<file path="config.mk">
export PLATFORM = sky130hd
export DESIGN_NAME = hilo_mult_ctrl
export DESIGN_NICKNAME = d
export VERILOG_FILES = /design/src/rtl/hilo_mult_ctrl.sv
export SDC_FILE = /design/constraint.sdc
export NUM_CORES = 1
export LEC_CHECK = 0
export CORE_MARGIN = 2
export CORE_UTILIZATION = 30
export DETAILED_ROUTE_END_ITERATION = 8
export GPL_TIMING_DRIVEN = 0
export RECOVER_POWER = 50
export SLEW_MARGIN = 20
export SYNTH_ARGS = -nofsm -noshare
export SYNTH_HDL_FRONTEND = slang
export SYNTH_SLANG_ARGS = --single-unit
export TNS_END_PERCENT = 30
</file>
<file path="constraint.sdc">
create_clock -name clk -period 1.8 [get_ports clk]
set_input_delay 0.18 -clock clk [delete_from_list [all_inputs] [get_ports clk]]
set_output_delay 0.18 -clock clk [all_outputs]
set_load 0.02 [all_outputs]
</file>
<file path="src/rtl/hilo_mult_ctrl.sv">
// hilo_mult_ctrl
//   Runs a signed 32x32 MULT on an external multiplier that returns one
//   32-bit half per request. Two back-to-back requests are issued (low word
//   first, then high word), and HI/LO are committed together when the high
//   word arrives. Also owns the architectural HI/LO registers for
//   MFHI/MFLO/MTHI/MTLO, and aborts a request the multiplier never answers.
//
// Ports
//   clk, rst_n          clock, asynchronous active-low reset
//   start               MULT issue strobe (honoured only when idle)
//   src_a, src_b        signed operands (rs, rt)
//   mthi_we, mtlo_we    write HI / LO from wdata (honoured only when idle)
//   wdata               MTHI/MTLO data
//   hi, lo              architectural HI / LO
//   busy                multiply in flight
//   done                one-cycle pulse on HI/LO commit
//   err, err_clr        sticky watchdog timeout flag and its clear
//   mul_valid_in        request strobe to the multiplier
//   mul_lo_hi           1 = request low word, 0 = request high word
//   mul_a, mul_b        latched operands presented to the multiplier
//   mul_result          returned result half
//   mul_valid_out       result valid pulse from the multiplier

module hilo_mult_ctrl #(
  parameter int W       = 32,
  parameter int TIMEOUT = 16
) (
  input  logic         clk,
  input  logic         rst_n,
  input  logic         start,
  input  logic [W-1:0] src_a,
  input  logic [W-1:0] src_b,
  input  logic         mthi_we,
  input  logic         mtlo_we,
  input  logic [W-1:0] wdata,
  output logic [W-1:0] hi,
  output logic [W-1:0] lo,
  output logic         busy,
  output logic         done,
  output logic         err,
  input  logic         err_clr,
  output logic         mul_valid_in,
  output logic         mul_lo_hi,
  output logic [W-1:0] mul_a,
  output logic [W-1:0] mul_b,
  input  logic [W-1:0] mul_result,
  input  logic         mul_valid_out
);

  localparam int CW = $clog2(TIMEOUT);

  typedef enum logic [2:0] {
    IDLE,
    REQ_LO,
    WAIT_LO,
    REQ_HI,
    WAIT_HI
  } state_t;

  state_t state, state_next;

  logic [CW-1:0] wd_cnt;
  logic [W-1:0]  lo_shadow;
  logic          wd_expired;
  logic          latch_ops;
  logic          capture_lo;
  logic          commit;
  logic          timeout;
  logic          mt_ok;

  assign wd_expired = (wd_cnt == CW'(TIMEOUT - 1));

  // A returning result wins over the watchdog in the final WAIT cycle.
  always_comb begin
    state_next = state;
    latch_ops  = 1'b0;
    capture_lo = 1'b0;
    commit     = 1'b0;
    timeout    = 1'b0;
    mt_ok      = 1'b0;
    case (state)
      IDLE: begin
        mt_ok = 1'b1;
        if (start) begin
          latch_ops  = 1'b1;
          state_next = REQ_LO;
        end
      end
      REQ_LO: state_next = WAIT_LO;
      WAIT_LO: begin
        if (mul_valid_out) begin
          capture_lo = 1'b1;
          state_next = REQ_HI;
        end else if (wd_expired) begin
          timeout    = 1'b1;
          state_next = IDLE;
        end
      end
      REQ_HI: state_next = WAIT_HI;
      WAIT_HI: begin
        if (mul_valid_out) begin
          commit     = 1'b1;
          state_next = IDLE;
        end else if (wd_expired) begin
          timeout    = 1'b1;
          state_next = IDLE;
        end
      end
      default: state_next = IDLE;
    endcase
  end

  // Every output is registered from the next state, so busy/mul_valid_in
  // line up with the state they describe.
  always_ff @(posedge clk or negedge rst_n) begin
    if (!rst_n) begin
      state        <= IDLE;
      wd_cnt       <= '0;
      lo_shadow    <= '0;
      hi           <= '0;
      lo           <= '0;
      busy         <= 1'b0;
      done         <= 1'b0;
      err          <= 1'b0;
      mul_valid_in <= 1'b0;
      mul_lo_hi    <= 1'b0;
      mul_a        <= '0;
      mul_b        <= '0;
    end else begin
      state        <= state_next;
      busy         <= (state_next != IDLE);
      done         <= commit;
      err          <= timeout | (err & ~err_clr);
      mul_valid_in <= (state_next == REQ_LO) || (state_next == REQ_HI);

      if (state_next == REQ_LO) begin
        mul_lo_hi <= 1'b1;
      end else if (state_next == REQ_HI) begin
        mul_lo_hi <= 1'b0;
      end

      if (latch_ops) begin
        mul_a <= src_a;
        mul_b <= src_b;
      end

      if (capture_lo) begin
        lo_shadow <= mul_result;
      end

      // Counter restarts on every entry into a WAIT state.
      if ((state_next == WAIT_LO || state_next == WAIT_HI) && state_next == state) begin
        wd_cnt <= wd_cnt + CW'(1);
      end else begin
        wd_cnt <= '0;
      end

      // Commit and MT* writes are mutually exclusive: MT* only in IDLE.
      if (commit) begin
        hi <= mul_result;
        lo <= lo_shadow;
      end else if (mt_ok) begin
        if (mthi_we) hi <= wdata;
        if (mtlo_we) lo <= wdata;
      end
    end
  end

endmodule
</file>
==> impl_metrics.toml <==
[flow_run]
cap_violations = 0

[sta]
fin_crit_ps = 1714
finalSetupViolCount = 0
fin_ws_ps = 86.18
max_freq_ghz = 0.5835
timing.setup.tns_ps = 0
slew_headroom_pct = 53.67
fin_skew_ps = 7.580
rsz0062_at_grt = "true"
tightest_slew_ps = 694.9
hold_viol_final = 0
slew_viol_final = 0
finalCritPeriodShare_pct = 95.21
hold_ws_ps = 319.6

[synthesis]
synth_common_cells = "dfrtp_1 (172), mux2_2 (69), nand2_1 (67)"
yosysTopAreaCellShare_pct = 60.32
synth.most_common_cell = "dfrtp_1"
synth_cell_types = 29
synthTopCellsByArea = "dfrtp_1 (60%), mux2_2 (11%), mux2i_1 (9.0%), mux2_1 (4.3%), o21ai_1 (4.1%)"
synth_ff_type = "dfrtp_1"
syn-cell-area_sq_um = 7136
async_flop_share_pct = 100.0
syn_area_per_cell_sq_um = 13.44
synth_largest_area_cell = "dfrtp_1"
synth_edf_count = 0
syn_inst = 531
yosys_warnings = 0
synth-seq-cells = 172
syn-num-nets = 667
ys_seq_area_share_pct = 60.32

[cts]
path_clk_slew_ps = 70
clock_sink_count = 172
worstSkewPairLatency_ps = 430
root_buffer = "clkbuf_16"
htree_levels = 4
cts_buffers = 17
clockBufferDepth = 2
cts_tree = "yes"

[worst_setup_path]
cp-end-kind = "flop"
slowest_stage = "dfrtp_1"
rrSetupSlack_ps = 90
slowest_delay_ps = 370
ff2ff_path_depth = 5
cp.arrival_ps = 2020
cp_max_fo = 10
r2r-end = "mul_a[3]$_DFFE_PN0P_"
critPathTopFamily = "buffers and inverters"
critPathMostFrequentCell = "buf_4"
cp_num_buf_inv = 3
crit-reg2reg-launch = "state[1]$_DFF_PN0_"
path_cells = "buf_6 > nor4b_4 > buf_4 > buf_4 > mux2_2"
start_kind = "flop"
path_class = "reg -> reg"
crit_required_ps = 2100

[routing]
vias = 5159
drc = 0
drtIter0Drc = 212
avgViaCountPerCell = 4.463
postRouteAntennaNets = 0
first_pass_iters = 4
routedWlPerCell_um = 17.03
routed_wl_um = 19690

[final_layout]
finish.utilization_pct = 46.53
area_growth_pct = 52.60
drive_above_1_share_pct = 17.92
layoutNonFillerInstCount = 1156
diodes = 0
finalNetCount = 961
fin_area_sq_um = 10890

[global_route]
grt-ovfl-total = 0
first_global_vias = 5551
grt_max_degree = 90
globalRouteMet1Util_pct = 19.76
grt_pass1_wl_um = 30570
met2_usage_pct = 26.15
antenna_found_initial = 0
grt.busiest_layer = "met2"
grt_util_met3_pct = 6.488
gr-usage-all-layers_pct = 16.09

[die]
io_pins = 268
rows = 56
fp.dieW_um = 158.2
fp.dieH_um = 158.2
dieArea_sq_um = 25040
fp.coreArea_sq_um = 23400
start_util_pct = 30.49

[pwr]
power.switching_mw = 7.307
intPower_mw = 12.88
seqPwrFrac_pct = 33.5
p_comb_share_pct = 48.3
p_per_area_nw_per_um2 = 1854
totalPowerFinal_mw = 20.18
ir_drop_uv = 792.0
leakagePower_nw = 4.420
pwr-share-clk_pct = 18.1
switching_share_pct = 36.20

[place]
dp_hpwl_um = 14370
place_area_sq_um = 10240
dp_worst_setup_slack_ps = -294.8
place_congestion = 0.7537
dp_cells = 1118
numPortBuffers = 267

[worst_hold_path]
holdCritStartpoint = "err_clr"
min_delay_path_depth = 2
hold_path_class = "in -> reg"
holdPathEnd = "err$_DFF_PN0_"

[outcome]
status = "finished clean"
==> power groups by stage <==
stage	clock (mW)	combinational (mW)	sequential, mW
6_report	3.66	9.76	6.77
5_1_grt	3.96	10.5	7.03
4_1_cts	3.80	9.87	6.80
3_5_place_dp	0	9.78	6.84
3_3_place_gp	0	9.70	6.81
2_1_floorplan	0	3.48	8.62
==> registers in the layout, indices dropped and copies added (netlist names) <==
register / flops
lo_shadow: 32
mul_valid_in: 1
busy: 1
mul_b: 32
done: 1
mul_lo_hi: 1
lo: 32
state: 3
mul_a: 32
err: 1
wd_cnt: 4
hi: 32
==> cell families (layout without fill, tap and decap cells) <==
logic type | after synthesis | after routing | synth area share, %
adders and majority gates | 1 | 1 | 0.1753
and+or+nand+nor | 85 | 85 | 5.839
xor gates and xnor gates | 2 | 2 | 0.2455
buffers and inverters | 38 | 344 | 3.945
AOI/OAI and AO/OA | 73 | 73 | 5.348
DFF | 172 | 172 | 60.32
muxes | 160 | 160 | 24.13
==> how the worst max path moves through the flow <==
stage | from | to | depth (start not counted)
final | state[1]$_DFF_PN0_ | mul_a[3]$_DFFE_PN0P_ | 5
after CTS | state[1]$_DFF_PN0_ | hi[27]$_DFFE_PN0P_ | 5
after detailed placement | start | mul_a[22]$_DFFE_PN0P_ | 5
after floorplan | state[1]$_DFF_PN0_ | mul_a[10]$_DFFE_PN0P_ | 5
after global routing | state[1]$_DFF_PN0_ | mul_a[3]$_DFFE_PN0P_ | 5
after global placement | rst_n | mul_a[0]$_DFFE_PN0P_ | 1
==> repair_timing <==
item	in CTS	in global routing
setup endpoints to repair	102	66
buffers inserted	3	3
cloned	0	0
pin swaps	2	2
hold endpoints to repair	88	0
gates resized for setup	7	4
hold buffers	1	0
==> layout by cell type, fill, tap and decap left out, drive strengths merged, types with 3 or more instances in the layout <==
cell type      instances
clkinv                 3
o21ai                 67
nand2                 67
buf                   34
mux2i                 64
nand3                  3
nor2                   5
dfrtp                172
nor4b                  3
clkdlybuf4s50        266
nor2b                  3
mux2                  96
clkbuf                26
inv                   11
==> area by class of cell <==
| class | count | area [sq um] |
|---|---|---|
| multi-input combinational | 321 | 2550 |
| tap | 319 | 399.1 |
| fill | 2216 | 12510 |
| timing repair buffer | 275 | 2760 |
| inverter | 4 | 15.01 |
| clock inverter | 13 | 131.4 |
| buffer | 34 | 290.3 |
| clock buffer | 18 | 439.2 |
| sequential | 172 | 4304 |
==> per-layer routing <==
metal | up-vias | wire length (um)
li1 | 2437 | -
met1 | 2499 | 8464
met2 | 210 | 8993
met3 | 13 | 2006
met4 | 0 | 222
met5 | - | 0
Power figures use the tool's default switching activity.
